`src/rtl/bcd_display_driver_if.sv`:
```
// bcd_display_driver_if -- bundle between the timekeeping side and the
// multiplexed 6-digit 7-segment display driver.
//   scan_period           : clk cycles per digit slot (blank cycles included)
//   sec/min/hour_ones/tens: BCD digits, captured on update
//   update                : single-cycle capture strobe
//   lzb_en / colon_en     : leading-zero blanking / colon decimal points
//   seg / dp / an         : segment {g..a}, decimal point, active-low anodes
//   frame_start           : one-cycle pulse as the digit 0 slot begins
// master = digit source / display consumer, slave = the driver.
interface bcd_display_driver_if;
  logic [31:0] scan_period;
  logic [3:0]  sec_ones, sec_tens, min_ones, min_tens, hour_ones, hour_tens;
  logic        update;
  logic        lzb_en;
  logic        colon_en;
  logic [6:0]  seg;
  logic        dp;
  logic [5:0]  an;
  logic        frame_start;

  modport master (
    output scan_period, sec_ones, sec_tens, min_ones, min_tens, hour_ones,
           hour_tens, update, lzb_en, colon_en,
    input  seg, dp, an, frame_start
  );

  modport slave (
    input  scan_period, sec_ones, sec_tens, min_ones, min_tens, hour_ones,
           hour_tens, update, lzb_en, colon_en,
    output seg, dp, an, frame_start
  );
endinterface

```
`src/rtl/bcd_display_driver.sv`:
```
// bcd_display_driver -- time-multiplexed driver for a 6-digit 7-segment
// display (HH:MM:SS). Each digit slot lasts P = max(scan_period,
// BLANK_CYCLES+1) cycles: BLANK_CYCLES with all anodes off (anti-ghosting),
// then the rest driving one digit. Digits are double-buffered so a frame
// always shows a single consistent update.
//   clk   : system clock, rising edge
//   reset : asynchronous active-low reset
//   bus   : bcd_display_driver_if.slave (digits, strobes, display outputs)
module bcd_display_driver #(
  parameter int unsigned BLANK_CYCLES = 4
) (
  input  logic                 clk,
  input  logic                 reset,
  bcd_display_driver_if.slave  bus
);

  localparam logic [31:0] BLK   = 32'(BLANK_CYCLES);
  localparam logic [31:0] MIN_P = 32'(BLANK_CYCLES) + 32'd1;

  typedef enum logic {ST_BLANK, ST_DRIVE} state_e;
  localparam state_e ST_RST = (BLANK_CYCLES == 0) ? ST_DRIVE : ST_BLANK;

  state_e            state_q, state_d;
  logic [31:0]       cnt_q, cnt_d;
  logic [31:0]       per_q;
  logic              run_q;
  logic [2:0]        idx_q, idx_d;
  logic [5:0][3:0]   act_q, act_d, pend_q, pend_d;
  logic              pv_q, pv_d;
  logic [6:0]        seg_q, seg_d;
  logic              dp_q, dp_d;
  logic [5:0]        an_q, an_d;
  logic              fs_q;

  logic [5:0][3:0]   din;
  logic [31:0]       eff_p, cur_p;
  logic              last, frame_edge;

  function automatic logic [6:0] seg7(input logic [3:0] v);
    case (v)
      4'd0:    seg7 = 7'h3F;
      4'd1:    seg7 = 7'h06;
      4'd2:    seg7 = 7'h5B;
      4'd3:    seg7 = 7'h4F;
      4'd4:    seg7 = 7'h66;
      4'd5:    seg7 = 7'h6D;
      4'd6:    seg7 = 7'h7D;
      4'd7:    seg7 = 7'h07;
      4'd8:    seg7 = 7'h7F;
      4'd9:    seg7 = 7'h6F;
      default: seg7 = 7'h40;  // non-BCD shows a dash
    endcase
  endfunction

  always_comb begin
    din = {bus.hour_tens, bus.hour_ones, bus.min_tens, bus.min_ones,
           bus.sec_tens, bus.sec_ones};
    eff_p = (bus.scan_period < MIN_P) ? MIN_P : bus.scan_period;
    // Period is latched as each slot begins; the very first slot after reset
    // has no latched value yet, so it follows the live input.
    cur_p = run_q ? per_q : eff_p;
    last       = (cnt_q == cur_p - 32'd1);
    frame_edge = last && (idx_q == 3'd5);

    cnt_d = last ? 32'd0 : cnt_q + 32'd1;
    idx_d = idx_q;
    if (last) idx_d = (idx_q == 3'd5) ? 3'd0 : idx_q + 3'd1;

    // Active bank only changes on the frame boundary; an update landing on
    // that very edge goes straight to the active bank.
    act_d  = act_q;
    pend_d = pend_q;
    pv_d   = pv_q;
    if (frame_edge) begin
      pv_d = 1'b0;
      if (bus.update)  act_d = din;
      else if (pv_q)   act_d = pend_q;
    end else if (bus.update) begin
      pend_d = din;
      pv_d   = 1'b1;
    end

    state_d = state_q;
    case (state_q)
      ST_BLANK: if (cnt_d >= BLK) state_d = ST_DRIVE;
      ST_DRIVE: if (cnt_d <  BLK) state_d = ST_BLANK;
      default:  state_d = ST_RST;
    endcase

    // Outputs are registered from next state so they line up with cnt_q.
    an_d  = 6'h3F;
    seg_d = 7'h00;
    dp_d  = 1'b0;
    if (state_d == ST_DRIVE) begin
      an_d  = ~(6'b1 << idx_d);
      seg_d = seg7(act_d[idx_d]);
      if (idx_d == 3'd5 && bus.lzb_en && act_d[5] == 4'd0) seg_d = 7'h00;
      dp_d  = bus.colon_en && (idx_d == 3'd2 || idx_d == 3'd4);
    end
  end

  always_ff @(posedge clk or negedge reset) begin
    if (!reset) begin
      state_q <= ST_RST;
      cnt_q   <= 32'd0;
      per_q   <= MIN_P;
      run_q   <= 1'b0;
      idx_q   <= 3'd0;
      act_q   <= '0;
      pend_q  <= '0;
      pv_q    <= 1'b0;
      an_q    <= 6'h3F;
      seg_q   <= 7'h00;
      dp_q    <= 1'b0;
      fs_q    <= 1'b0;
    end else begin
      state_q <= state_d;
      cnt_q   <= cnt_d;
      run_q   <= 1'b1;
      if (!run_q || last) per_q <= eff_p;
      idx_q   <= idx_d;
      act_q   <= act_d;
      pend_q  <= pend_d;
      pv_q    <= pv_d;
      an_q    <= an_d;
      seg_q   <= seg_d;
      dp_q    <= dp_d;
      fs_q    <= frame_edge;
    end
  end

  assign bus.an          = an_q;
  assign bus.seg         = seg_q;
  assign bus.dp          = dp_q;
  assign bus.frame_start = fs_q;

endmodule

```
`src/flat_wrapper.sv`:
```
// flat-port wrapper written by rule: the top's interface ports become plain ports
module bcd_display_driver_flat 
#(
  parameter int unsigned BLANK_CYCLES = 4
)
  (clk, reset, bus_scan_period, bus_sec_ones, bus_sec_tens, bus_min_ones, bus_min_tens, bus_hour_ones, bus_hour_tens, bus_update, bus_lzb_en, bus_colon_en, bus_seg, bus_dp, bus_an, bus_frame_start);
  bcd_display_driver_if bus_i ();
  input  logic clk;
  input  logic reset;
  input wire logic [$bits(bus_i.scan_period)-1:0] bus_scan_period;
  input wire logic [$bits(bus_i.sec_ones)-1:0] bus_sec_ones;
  input wire logic [$bits(bus_i.sec_tens)-1:0] bus_sec_tens;
  input wire logic [$bits(bus_i.min_ones)-1:0] bus_min_ones;
  input wire logic [$bits(bus_i.min_tens)-1:0] bus_min_tens;
  input wire logic [$bits(bus_i.hour_ones)-1:0] bus_hour_ones;
  input wire logic [$bits(bus_i.hour_tens)-1:0] bus_hour_tens;
  input wire logic [$bits(bus_i.update)-1:0] bus_update;
  input wire logic [$bits(bus_i.lzb_en)-1:0] bus_lzb_en;
  input wire logic [$bits(bus_i.colon_en)-1:0] bus_colon_en;
  output wire logic [$bits(bus_i.seg)-1:0] bus_seg;
  output wire logic [$bits(bus_i.dp)-1:0] bus_dp;
  output wire logic [$bits(bus_i.an)-1:0] bus_an;
  output wire logic [$bits(bus_i.frame_start)-1:0] bus_frame_start;
  assign bus_i.scan_period = bus_scan_period;
  assign bus_i.sec_ones = bus_sec_ones;
  assign bus_i.sec_tens = bus_sec_tens;
  assign bus_i.min_ones = bus_min_ones;
  assign bus_i.min_tens = bus_min_tens;
  assign bus_i.hour_ones = bus_hour_ones;
  assign bus_i.hour_tens = bus_hour_tens;
  assign bus_i.update = bus_update;
  assign bus_i.lzb_en = bus_lzb_en;
  assign bus_i.colon_en = bus_colon_en;
  assign bus_seg = bus_i.seg;
  assign bus_dp = bus_i.dp;
  assign bus_an = bus_i.an;
  assign bus_frame_start = bus_i.frame_start;
  bcd_display_driver #(.BLANK_CYCLES(BLANK_CYCLES)) u_core (.clk(clk), .reset(reset), .bus(bus_i));
endmodule
```
`config.mk`:
```
export PLATFORM = sky130hd
export DESIGN_NAME = bcd_display_driver_flat
export DESIGN_NICKNAME = d
export VERILOG_FILES = /design/src/rtl/bcd_display_driver_if.sv /design/src/rtl/bcd_display_driver.sv /design/src/flat_wrapper.sv
export SDC_FILE = /design/constraint.sdc
export NUM_CORES = 1
export LEC_CHECK = 0
export ABC_AREA = 1
export CAP_MARGIN = 20
export CORE_MARGIN = 3
export CORE_UTILIZATION = 32
export DETAILED_ROUTE_END_ITERATION = 7
export PLACE_DENSITY_LB_ADDON = 0.12
export SYNTH_ARGS = -nofsm -noshare
export SYNTH_HDL_FRONTEND = slang
export SYNTH_SLANG_ARGS = --single-unit
```
`constraint.sdc`:
```
create_clock -name clk -period 5.59 [get_ports clk]
set_input_delay 0.559 -clock clk [delete_from_list [all_inputs] [get_ports clk]]
set_output_delay 0.559 -clock clk [all_outputs]
set_load 0.01 [all_outputs]
```
==> results of run 1 <==
through the flow:
stage	utilization (%)	worst slack (ns)	cell area [µm²]
floorplan	-	1.273	8807
global placement	36.60	0.08453	9891
detailed placement	36.70	0.08550	9918
CTS	38.90	0.5197	10510
global route	38.93	0.05170	10520
finish	38.93	0.6230	10520
registers in the layout, summed over array words and instances, names as in the netlist:
register / flops
u_core.act_q: 24
u_core.bus.an: 6
u_core.bus.dp: 1
u_core.bus.frame_start: 1
u_core.bus.seg: 7
u_core.cnt_q: 32
u_core.idx_q: 3
u_core.pend_q: 24
u_core.per_q: 32
u_core.pv_q: 1
u_core.run_q: 1
cells in the mapped netlist (all sizes together):
cell | n | area share (%)
a21oi | 3 | 0.21
mux2 | 22 | 2.8
and2 | 3 | 0.21
xor2 | 55 | 5.5
nor3 | 21 | 1.4
conb | 1 | 0.043
inv | 148 | 6.3
clkbuf | 14 | 0.60
a22oi | 2 | 0.17
o211ai | 4 | 0.34
xnor3 | 2 | 0.51
clkinv | 1 | 0.043
dfstp | 8 | 2.4
nor2 | 176 | 8.6
nor4 | 11 | 0.85
o311ai | 2 | 0.20
nand2 | 343 | 15
ha | 7 | 0.99
o21bai | 6 | 0.51
dfrtp | 124 | 35
o21ai | 82 | 5.1
xnor2 | 4 | 0.40
nand4 | 49 | 3.7
or2 | 19 | 1.3
nand3 | 76 | 4.6
nand3b | 1 | 0.085
a31oi | 13 | 0.92
buf | 21 | 2.0
final timing paths:
kind	depth (start not counted)	end	startpoint
worst max-delay path	33	u_core.bus.seg[3]	bus_scan_period[29]
worst min register to register	2	u_core.per_q[9]	u_core.per_q[9]
min in group clk	2	u_core.per_q[9]	u_core.per_q[9]
worst min-delay path	1	u_core.per_q[7]	reset
max in group asynchronous	2	u_core.idx_q[2]	reset
worst max register to register	26	u_core.bus.seg[3]	u_core.run_q
power by group:
group	internal (mW)	switching, mW	leakage, nW	total, mW
sequential	0.994	0.0182	1.62	1.01
combinational	0.131	0.208	2.83	0.339
clock	0.671	0.490	0.285	1.16
total	1.80	0.717	4.74	2.51
routing by layer:
layer	part of all wire [%]	GRT usage (%)	up-vias
li1	-	-	4061
met1	51	27.16	3761
met2	44	28.01	153
met3	4.6	2.789	15
met4	0.80	3.783	0
met5	0	0	-
cell usage in the layout, fill, tap and decap left out, types with 3 or more instances in the layout:
master           count
a31oi_1             13
and2_1               3
buf_4               12
clkbuf_16           17
clkdlybuf4s50_1     74
clkinv_4             3
dfrtp_1            124
dfstp_2              8
ha_1                 7
inv_1              132
inv_2               16
inv_6                6
mux2_2              22
nand2_1            332
nand2_2             10
nand3_1             74
nand4_1             48
nor2_1             151
nor2_2              16
nor2_4               9
nor3_1              17
nor3_2               4
nor4_1              10
o211ai_1             4
o21ai_0             54
o21ai_1             18
o21ai_2             10
o21bai_1             6
or2_0                3
or2_1               11
or2_2                5
xnor2_1              4
xor2_1              55
cell type report:
class                           instances  area (µm²)  area share, %
Clock buffer                           18       429.2          4.079
Tap cell                              341       426.7          4.056
Sequential cell                       132        3313          31.49
Timing Repair Buffer                   90       909.6          8.647
Multi-Input combinational cell        902        4717          44.84
Clock inverter                         14       165.2          1.570
Inverter                              149       559.3          5.316
worst register-to-register path, cell delays in order, from the launching register on:
cell and delay (ns):
dfrtp_1 0.38, inv_2 0.45, nand3_1 0.18, nand2_1 0.18, ha_1 0.20, inv_1 0.07
nor2_4 0.19, buf_4 0.16, nand2_1 0.09, nor2_4 0.19, xor2_1 0.24, nand2_1 0.09
nor2_1 0.10, nand2_1 0.09, nor2_4 0.21, nand3_4 0.14, nand2_2 0.10, nand2_2 0.14
nor3_2 0.37, a22oi_1 0.16, nand2_1 0.14, inv_1 0.10, ha_1 0.28, inv_1 0.04
nor2_1 0.15, nor2_1 0.08, nor2_2 0.09
cells by family (layout without fill, tap and decap cells):
logic type / after synthesis / after routing
compound gates: 112 / 112
xor+xnor: 61 / 61
fa+ha+maj: 7 / 7
buf+inv: 184 / 271
flops: 132 / 132
mux: 22 / 22
other cells: 1 / 1
simple gates: 699 / 699
repair_timing:
item | CTS | global route
resized for setup | 0 | 2
buffers inserted | 0 | 0
setup endpoints to repair | 0 | 4
==> flow_metrics.env, run 1 <==
export IMPL_peakVddDrop_mv=0.1844
export IMPL_first_iter_violations=547
export IMPL_routed_via_count=7990
export IMPL_io_buffers=75
export IMPL_post_route_min_period_ns=4.967
export IMPL_areaGrowthSynthToFinish_pct=19.45
export IMPL_ff2ff_setup_slack_ns=0.90
export IMPL_drive_gt1_share_pct=11.72
export IMPL_dp_hpwl_um=19990
export IMPL_startpoint_type="input port"
export IMPL_drc=0
export IMPL_synth_top_family_by_area="simple AND/OR/NAND/NOR gates"
export IMPL_grt_pass1_wl_um=42080
export IMPL_cts_buffers=17
export IMPL_syn_avg_cell_area_um2=7.231
export IMPL_yosysSeqAreaShare_pct=37.62
export IMPL_power_total_mw=2.513
export IMPL_p_leak_nw=4.744
export IMPL_dr_pass1_iters=5
export IMPL_antenna_cells=0
export IMPL_synth_cell_type_count=44
export IMPL_chipHeight_um=171.9
export IMPL_grt_max_degree=89
export IMPL_synth_compound_area_share_pct=7.444
export IMPL_fin_crit_sh_pct=88.85
export IMPL_wirelength_um=26170
export IMPL_clkLatencyLatePin_ns=0.44
export IMPL_slew_headroom_pct=41.02
export IMPL_core_area_um2=27030
export IMPL_synthesis_area_um2=8807
export IMPL_synth_xor_area_share_pct=6.379
export IMPL_cts_sinks=132
export IMPL_cellPowerDensity_nw_per_um2=238.9
export IMPL_worst_path_most_repeated_cell="nand2_1"
export IMPL_synth_fp_nets=1286
export IMPL_grt_setup_unrepaired="no"
export IMPL_io_pins=76
export IMPL_cp_slowest_stage_delay_ns=0.40
export IMPL_fin_hold_ws_ns=0.1628
export IMPL_antenna_found_initial=0
export IMPL_first_global_vias=7954
export IMPL_synthMuxAreaShare_pct=2.813
export IMPL_crit_buf_inv=6
export IMPL_outcome="completed"
export IMPL_rows=60
export IMPL_htree_levels=4
export IMPL_grt_overflow_total=0
export IMPL_crit_slowest_cell="clkdlybuf4s50_1"
export IMPL_grt_use_total_pct=18.20
export IMPL_ant_nets=0
export IMPL_cp_end_kind="flop"
export IMPL_clk_pin_slew_ns=0.07
export IMPL_clock_path_buffers=2
export IMPL_yosysWarnings=0
export IMPL_setup_viol=0
export IMPL_cts_root_buf="clkbuf_16"
export IMPL_synth_simple_area_share_pct=35.77
export IMPL_yosys_register_bits=132
export IMPL_final_setup_tns_ns=0
export IMPL_n_fill_cell=2846
export IMPL_drv_slew=0
export IMPL_viasPerCell=4.854
export IMPL_hp_class="input port to async pin"
export IMPL_die_w_um=171.9
export IMPL_cp_data_arrival_time_ns=5.33
export IMPL_critPathRequiredTime_ns=5.95
export IMPL_hold_buffers=0
export IMPL_wire_per_inst_um=15.90
export IMPL_cap_viol_max_count=0
export IMPL_tightestPinTransition_ns=0.8847
export IMPL_cp_max_fo=7
export IMPL_stdcell_count=1646
export IMPL_synthCells=1218
export IMPL_fp_dieArea_um2=29550
export IMPL_gp_congestion=0.9251
export IMPL_start_util_pct=32.59
export IMPL_cp_top_family="simple AND/OR/NAND/NOR gates"
export IMPL_cts_tree="done"
export IMPL_crit_type="input port to flop"
export IMPL_fmax_mhz=201.3
export IMPL_timing_final_hold_violations=0
export IMPL_yosys_area_share_adder_pct=0.9945
export IMPL_fin_skew_ns=0.03415
export IMPL_nets=1360
export IMPL_place_inst=1614
Power figures use the tool's default switching activity.
==> run 2: changes to the inputs <==
Settings changed: CORE_UTILIZATION 32 to 50.
==> run 2 against run 1 <==
Highest routed layer unchanged. Clock power about the same. Sequential cell count is the same. Critical path type unchanged. Largest cell class unchanged. Cell area is 2.0% lower. Total power decreased by 0.83%. Fmax grew 0.30%. Register-to-register slack lost 0.17 ns. Clock-buffer cell count increased by 3.
==> flow_metrics.env, run 2 (same netlist as run 1, synthesis figures left out) <==
export IMPL_stdcell_count=1524
export IMPL_startpoint_type="input port"
export IMPL_htree_levels=4
export IMPL_fin_crit_sh_pct=88.59
export IMPL_nets=1359
export IMPL_cp_end_kind="flop"
export IMPL_viasPerCell=5.318
export IMPL_gp_congestion=0.9499
export IMPL_final_setup_tns_ns=0
export IMPL_slew_headroom_pct=39.51
export IMPL_wirelength_um=23300
export IMPL_areaGrowthSynthToFinish_pct=17.10
export IMPL_fmax_mhz=201.9
export IMPL_start_util_pct=52.00
export IMPL_io_pins=76
export IMPL_grt_max_degree=98
export IMPL_fin_skew_ns=0.01176
export IMPL_fin_ws_ns=0.6377
export IMPL_tightestPinTransition_ns=0.8990
export IMPL_critPathRequiredTime_ns=5.94
export IMPL_first_iter_violations=669
export IMPL_rows=47
export IMPL_n_fill_cell=1575
export IMPL_outcome="completed"
export IMPL_clk_pin_slew_ns=0.06
export IMPL_crit_slowest_cell="clkdlybuf4s50_1"
export IMPL_cts_tree="done"
export IMPL_drv_slew=0
export IMPL_cp_slowest_stage_delay_ns=0.48
export IMPL_cellPowerDensity_nw_per_um2=241.6
export IMPL_grt_use_total_pct=24.59
export IMPL_reg2regPathDepth=28
export IMPL_crit_start="bus_scan_period[10]"
export IMPL_crit_type="input port to flop"
export IMPL_grt_overflow_total=0
export IMPL_grt_setup_unrepaired="no"
export IMPL_post_route_min_period_ns=4.952
export IMPL_clkLatencyLatePin_ns=0.43
export IMPL_io_buffers=75
export IMPL_die_w_um=138.7
export IMPL_hold_buffers=0
export IMPL_worst_path_most_repeated_cell="nand2_1"
export IMPL_cap_viol_max_count=0
export IMPL_final_common_cell="nand2_1"
export IMPL_first_global_vias=7581
export IMPL_wire_per_inst_um=15.29
export IMPL_peakVddDrop_mv=0.2086
export IMPL_grt_pass1_wl_um=38850
export IMPL_fp_dieArea_um2=19240
export IMPL_setup_viol=0
export IMPL_reg_top3="u_core.cnt_q (32), u_core.per_q (32)"
export IMPL_cts_sinks=132
export IMPL_cts_root_buf="clkbuf_16"
export IMPL_antenna_cells=0
export IMPL_r2r_start="u_core.run_q"
export IMPL_cts_buffers=17
export IMPL_timing_final_hold_violations=0
export IMPL_place_inst=1492
export IMPL_fin_hold_ws_ns=0.2040
export IMPL_chipHeight_um=138.7
export IMPL_cp_data_arrival_time_ns=5.31
export IMPL_core_area_um2=16940
export IMPL_ff2ff_setup_slack_ns=0.73
export IMPL_hp_class="input port to async pin"
export IMPL_seqCellArea_um2=3313
export IMPL_ant_nets=0
export IMPL_final_cell_mix="nand2_1 (332), nor2_1 (152), inv_1 (132), dfrtp_1 (124)"
export IMPL_cp_max_fo=9
export IMPL_crit_end="u_core.bus.seg[3]"
export IMPL_pre_cts_slack_ns=0.1754
export IMPL_routed_via_count=8104
export IMPL_antenna_found_initial=0
export IMPL_clock_path_buffers=2
export IMPL_drc=0
export IMPL_r2r_end="u_core.bus.seg[3]"
export IMPL_dr_pass1_iters=6
export IMPL_multi_input_area_um2=4715
export IMPL_dp_hpwl_um=17570
export IMPL_drive_gt1_share_pct=11.35
export IMPL_p_leak_nw=4.719
[run 2: cell types whose count changed in the layout (fill, tap and decap cells not counted), sizes merged]
cell,delta
inv,-6
bufinv,+1
buf,-1
clkinv,+2
clkbuf,+3
[run 2: worst min path at each step]
| stage | from | end | cells after the start |
|---|---|---|---|
| floorplan | reset | u_core.act_q[0] | 0 |
| global placement | u_core.per_q[15] | u_core.per_q[15] | 2 |
| detailed placement | u_core.per_q[15] | u_core.per_q[15] | 2 |
| CTS | reset | u_core.per_q[4] | 1 |
| global route | reset | u_core.per_q[4] | 1 |
| finish | reset | u_core.per_q[4] | 1 |
[run 2: timing repair]
action	in CTS	in global routing
gates resized for setup	0	1
setup buffers	0	0
endpoints found under the setup margin	0	1
[run 2: final cells by class]
class	count	area share, %
inverter	149	5.423
clock inverter	11	1.492
tap	220	2.669
timing repair buffer	89	8.310
clock buffer	21	4.270
sequential	132	32.12
multi-input combinational	902	45.71
[run 2: report_power, final]
group / internal (mW) / switching, mW / leakage, nW / total (mW)
sequential: 0.995 / 0.0187 / 1.62 / 1.01
clock: 0.705 / 0.440 / 0.282 / 1.14
combinational: 0.130 / 0.205 / 2.81 / 0.334
total: 1.83 / 0.663 / 4.72 / 2.49
[run 2: metrics by stage]
stage	util (%)	total power, mW	cell area, µm²
finish	60.90	2.492	10310
floorplan	-	1.236	8807
global placement	57.36	1.358	9714
global route	60.90	2.605	10310
CTS	60.87	2.508	10310
detailed placement	57.36	1.360	9714
[run 2: critical path: cells and delay by family]
family	cells	cell delay, ns
buf+inv	5	0.87
fa+ha+maj	2	0.48
simple gates	26	3.41
[run 2: per-layer routing]
metal	wire length (µm)	track usage, %	vias to the layer above	part of all wire, %
met2	9924	35.69	257	43
met1	11630	38.14	3770	50
met4	267	5.973	0	1.1
met5	0	0	-	0
met3	1484	4.276	27	6.4
li1	-	-	4050	-
